--- src/rtl/wave_measure.sv ---
// Period and peak-level measurement of an 8-bit sample stream using hysteresis rising crossings.
// Optional macro WAVE_MEASURE_AUTO_THRESH_EN derives the threshold from tracked signal extremes.
module wave_measure #(
    parameter int CNT_W  = 24,
    parameter int HYST   = 8,
    parameter int THRESH = 128
) (
    input  logic             clk,
    input  logic             rst_n,
    input  logic             sample_en,
    input  logic [7:0]       din,
    output logic [CNT_W-1:0] period,
    output logic [7:0]       vmax,
    output logic [7:0]       vmin,
    output logic             meas_valid,
    output logic             timeout,
    output logic             locked
);

    typedef enum logic [1:0] {
        SEEK   = 2'd0,
        ARM    = 2'd1,
        RUN_HI = 2'd2,
        RUN_LO = 2'd3
    } state_t;

    localparam logic [CNT_W-1:0] CNT_MAX = '1;
    localparam logic [CNT_W-1:0] CNT_ONE = CNT_W'(1);
    localparam logic [9:0]       HYST_W  = 10'(HYST);

    state_t           state_q, state_d;
    logic [CNT_W-1:0] cnt_q, cnt_d;
    logic [7:0]       run_max_q, run_max_d;
    logic [7:0]       run_min_q, run_min_d;
    logic [CNT_W-1:0] period_q, period_d;
    logic [7:0]       vmax_q, vmax_d;
    logic [7:0]       vmin_q, vmin_d;
    logic             meas_valid_q, meas_valid_d;
    logic             timeout_q, timeout_d;

    logic [7:0]       thr;
    logic [9:0]       hi_sum;
    logic [7:0]       thr_hi;
    logic [7:0]       thr_lo;
    logic             is_high;
    logic             is_low;

`ifdef WAVE_MEASURE_AUTO_THRESH_EN
    logic [7:0] trk_max_q, trk_max_d;
    logic [7:0] trk_min_q, trk_min_d;
    logic       seen_q, seen_d;

    // The reset tracker pair (0x00/0xFF) is meaningless, so hold THRESH until a sample arrives.
    always_comb begin
        thr = seen_q ? 8'(({1'b0, trk_max_q} + {1'b0, trk_min_q}) >> 1) : 8'(THRESH);
    end

    always_comb begin
        trk_max_d = trk_max_q;
        trk_min_d = trk_min_q;
        seen_d    = seen_q;
        if (sample_en) begin
            seen_d = 1'b1;
            if (meas_valid_d) begin
                trk_max_d = vmax_d;
                trk_min_d = vmin_d;
            end else if (timeout_d) begin
                trk_max_d = din;
                trk_min_d = din;
            end else begin
                if (din > trk_max_q) trk_max_d = din;
                if (din < trk_min_q) trk_min_d = din;
            end
        end
    end

    always_ff @(posedge clk or negedge rst_n) begin
        if (!rst_n) begin
            trk_max_q <= 8'h00;
            trk_min_q <= 8'hFF;
            seen_q    <= 1'b0;
        end else begin
            trk_max_q <= trk_max_d;
            trk_min_q <= trk_min_d;
            seen_q    <= seen_d;
        end
    end
`else
    always_comb begin
        thr = 8'(THRESH);
    end
`endif

    // Hysteresis band edges saturate at the 8-bit rails instead of wrapping.
    always_comb begin
        hi_sum = {2'b00, thr} + HYST_W;
        thr_hi = (hi_sum > 10'd255) ? 8'hFF : hi_sum[7:0];
        thr_lo = ({2'b00, thr} < HYST_W) ? 8'h00 : 8'({2'b00, thr} - HYST_W);
        is_high = (din >= thr_hi);
        is_low  = (din <= thr_lo);
    end

    always_comb begin
        state_d      = state_q;
        cnt_d        = cnt_q;
        run_max_d    = run_max_q;
        run_min_d    = run_min_q;
        period_d     = period_q;
        vmax_d       = vmax_q;
        vmin_d       = vmin_q;
        meas_valid_d = 1'b0;
        timeout_d    = 1'b0;

        if (sample_en) begin
            case (state_q)
                SEEK: begin
                    if (is_low) state_d = ARM;
                end
                ARM: begin
                    if (is_high) begin
                        state_d   = RUN_HI;
                        cnt_d     = CNT_ONE;
                        run_max_d = din;
                        run_min_d = din;
                    end
                end
                RUN_HI, RUN_LO: begin
                    // A crossing wins over saturation: it still closes a valid cycle.
                    if (state_q == RUN_LO && is_high) begin
                        period_d     = cnt_q;
                        vmax_d       = run_max_q;
                        vmin_d       = run_min_q;
                        meas_valid_d = 1'b1;
                        state_d      = RUN_HI;
                        cnt_d        = CNT_ONE;
                        run_max_d    = din;
                        run_min_d    = din;
                    end else if (cnt_q == CNT_MAX) begin
                        timeout_d = 1'b1;
                        state_d   = SEEK;
                        cnt_d     = '0;
                    end else begin
                        cnt_d = cnt_q + CNT_ONE;
                        if (din > run_max_q) run_max_d = din;
                        if (din < run_min_q) run_min_d = din;
                        if (state_q == RUN_HI && is_low) state_d = RUN_LO;
                    end
                end
                default: state_d = SEEK;
            endcase
        end
    end

    always_ff @(posedge clk or negedge rst_n) begin
        if (!rst_n) begin
            state_q      <= SEEK;
            cnt_q        <= '0;
            run_max_q    <= 8'h00;
            run_min_q    <= 8'hFF;
            period_q     <= '0;
            vmax_q       <= 8'h00;
            vmin_q       <= 8'h00;
            meas_valid_q <= 1'b0;
            timeout_q    <= 1'b0;
        end else begin
            state_q      <= state_d;
            cnt_q        <= cnt_d;
            run_max_q    <= run_max_d;
            run_min_q    <= run_min_d;
            period_q     <= period_d;
            vmax_q       <= vmax_d;
            vmin_q       <= vmin_d;
            meas_valid_q <= meas_valid_d;
            timeout_q    <= timeout_d;
        end
    end

    assign period     = period_q;
    assign vmax       = vmax_q;
    assign vmin       = vmin_q;
    assign meas_valid = meas_valid_q;
    assign timeout    = timeout_q;
    assign locked     = (state_q == RUN_HI) || (state_q == RUN_LO);

endmodule

--- config.mk ---
export PLATFORM = sky130hd
export DESIGN_NAME = wave_measure
export DESIGN_NICKNAME = d
export VERILOG_FILES = /design/src/rtl/wave_measure.sv
export SDC_FILE = /design/constraint.sdc
export NUM_CORES = 1
export LEC_CHECK = 0
export ABC_AREA = 1
export BUFFER_PORTS_ARGS = -buffer_cell sky130_fd_sc_hd__buf_2
export CORE_UTILIZATION = 45
export CTS_CLUSTER_DIAMETER = 50
export DETAILED_ROUTE_END_ITERATION = 10
export PLACE_DENSITY_LB_ADDON = 0.08
export SLEW_MARGIN = 20
export SYNTH_ARGS = -nofsm -noshare
export SYNTH_HDL_FRONTEND = slang
export SYNTH_SLANG_ARGS = --single-unit
--- constraint.sdc ---
create_clock -name clk -period 1.9 [get_ports clk]
set_input_delay 0.38 -clock clk [delete_from_list [all_inputs] [get_ports clk]]
set_output_delay 0.38 -clock clk [all_outputs]
set_load 0.02 [all_outputs]
==> impl_metrics.ini <==
[yosys]
async_reset_ff_share_pct = 100
synth_edf_count = 0
avgSynthCellArea_um2 = 8.83
syn_area_mm2 = 0.00445
synth_cell_types = 34
synth.most_common_cell = nand2_1
ys_top_cells_by_count = 132 x nand2_1, 76 x dfrtp_1, 50 x nor2_1
synthCells = 504
ys_ff_latch = 84
synth.largest_area_cell = dfrtp_1
syn_nets = 531
ys_warn_count = 0
ys_top_cells_by_area = dfrtp_1 43%, nand2_1 11%, o21a_1 4.9%
ys_dominant_reg_cell = dfrtp_1
ys_seq_area_share_pct = 47.4
synth_top_cell_area_share_pct = 42.7

[clocking]
ctsLongestPathBuffers = 2
cts_tree = done
clock_sinks = 84
cts_buffers = 9
clk_latency_ps = 360
clk_pin_slew_ps = 90
htree_levels = 3
cts-root-buf = clkbuf_8
post-cts-setup-buffers = 0

[floorplan]
num_rows = 35
core-area_mm2 = 0.00942
die_area_mm2 = 0.0103
io_pins = 54
initial_core_util_pct = 47.3
die_y_um = 101
die_x_um = 101

[final_layout]
diodes = 0
multiInputGateArea_mm2 = 0.00206
instances_no_fill = 705
ff_latch_area_mm2 = 0.00211
fin_nets = 598
layout-drive-gt1-share_pct = 25.0
syn_to_final_growth_pct = 16.5
num-fill-cells = 893
final_cell_area_mm2 = 0.00518

[place]
io_buffers = 53
detailed_place.area_mm2 = 0.00494
gp_congestion = 0.896
hpwl_mm = 7.29
dp_cells = 688

[timing]
slew_viol_final = 0
max_slew_margin_pct = 79.6
fin_crit_ps = 1760
finalCritPeriodShare_pct = 92.6
clock.fmax_mhz = 568
rsz0062_at_grt = false
fin_skew_ps = 17.4
worstMarginPinSlew_ps = 305
hold_viol = 0
setup_viol = 0

[pwr]
p_int_uw = 4150
ir_worst_vdd_uv = 652
pwr-share-seq_pct = 39.3
power_switching_uw = 2690
power_frac_clock_pct = 20.4
comb_power_share_pct = 40.2
p_leak_uw = 0.00256
p_per_area_mw_per_mm2 = 1320
switching_share_pct = 39.3

[routing]
drt_iter0_drc = 132
drtPass1Iterations = 4
drc_errors = 0
avgViaCountPerCell = 4.97
ant_nets = 0
routed_wl_mm = 9.58
wl_per_cell_um = 13.6
vias = 3503

[outcome]
run_status = complete, no violations

[worst_setup_path]
crit_buf_inv = 2
start_kind = register
required_ps = 2150
critical_path_class = reg -> reg
crit_slowest_cell = dfrtp_2
critPathMostFrequentCell = nand2_4
slowest_delay_ps = 430
worst_setup_path_end_kind = register
critPathArrivalTime_ps = 2000
critPathMaxFanout = 13
cp_top_family = simple AND/OR/NAND/NOR gates
crit_chain = ha_4, inv_2, nor2_4, nand2_4, nor2_8, nand3_4, nand2_2, nand2_4, inv_4, nor3_1

[run]
cap_violations = 0

[grt]
grt_pass1_vias = 3358
grt_use_total_pct = 20.6
grt_pass1_wl_mm = 16.4
grt_remaining_overflow = 0
antenna_found_initial = 0
grt_max_degree = 42

[min_path]
hold_path_class = in -> reg
cell type report:
| class | instances | area share [%] |
|---|---|---|
| flip-flops and latches | 84 | 40.8 |
| multi-input cells | 354 | 39.7 |
| repair buffers | 70 | 8.40 |
| inverters | 52 | 3.86 |
| well taps | 129 | 3.11 |
| clock buffers | 10 | 2.46 |
| clock inverters | 6 | 1.71 |
cells by family (layout without fill, tap and decap cells):
| family | count (synthesis) | count (layout) | synth area share, % |
|---|---|---|---|
| flops | 84 | 84 | 47.4 |
| compound gates | 55 | 55 | 7.87 |
| buf+inv | 66 | 138 | 6.83 |
| simple gates | 261 | 261 | 28.2 |
| xor+xnor | 7 | 7 | 1.38 |
| mux | 15 | 15 | 3.79 |
| fa+ha+maj | 16 | 16 | 4.50 |
worst reg2reg max path: stages (launching register included):
cell     delay, ps
dfrtp_2        430
ha_4           180
inv_2           60
nor2_4         160
nand2_4        100
nor2_8         130
nand3_4        110
nand2_2        140
nand2_4        100
inv_4          160
nor3_1          80
placed cells by master (no fill, tap or decap), drive strengths merged:
cell / count
dfstp: 8
o21a: 29
mux2: 15
nand2: 144
nor3: 6
xnor2: 3
nor2: 61
nand3: 37
ha: 16
inv: 52
clkbuf: 10
xor2: 4
dlygate4sd3: 1
clkinvlp: 2
a21oi: 14
clkinv: 2
or2: 1
nand4: 8
o21bai: 1
o21ai: 11
buf: 69
nor3b: 3
nand3b: 1
bufinv: 2
dfrtp: 76
state kept, by name (all words and copies together), names as in the netlist:
name and flops:
run_min_q 8, vmax 8, meas_valid 1, run_max_q 8
cnt_q 24, state_q 2, period 24, timeout 1
vmin 8
power by group through the flow:
stage / sequential [uW] / clock [uW] / combinational (uW)
6_report: 2690 / 1400 / 2750
5_1_grt: 2760 / 1490 / 3090
4_1_cts: 2680 / 1440 / 2770
3_5_place_dp: 2720 / 0 / 2760
3_3_place_gp: 2690 / 0 / 2710
2_1_floorplan: 3070 / 0 / 1600
stage by stage:
| stage | total power (uW) | setup WS (ps) | hold slack (ps) | TNS, ps | util (%) |
|---|---|---|---|---|---|
| floorplan | 4670 | 243 | 84.4 | 0 | - |
| global placement | 5400 | 3.81 | 295 | 0 | 52.5 |
| detailed placement | 5470 | -11.4 | 297 | -12.0 | 52.5 |
| CTS | 6890 | 36.1 | 290 | 0 | 54.9 |
| global route | 7350 | 2.69 | 298 | 0 | 55.1 |
| finish | 6830 | 141 | 292 | 0 | 55.1 |
per-layer routing:
metal	share of wire [%]	track usage [%]
met1	53	31.8
met5	0	0
met2	42	29.6
met4	1.2	6.91
met3	3.7	2.90
timing repair:
item / CTS / global route
resized for setup: 1 / 3
setup endpoints to repair: 10 / 19
hold buffers: 1 / 0
hold endpoints to repair: 22 / 0
final timing paths:
path	start	slack (ps)	cells past startpoint	to
max	cnt_q[0]	140	10	cnt_q[12]
min	din[4]	290	3	run_min_q[4]
max reg2reg	cnt_q[0]	140	10	cnt_q[12]
min reg2reg	run_min_q[2]	470	2	run_min_q[2]
max in group asynchronous	rst_n	840	3	cnt_q[0]
min in group asynchronous	rst_n	450	2	vmax[5]
Note: power is estimated with default switching activity, not from simulation.
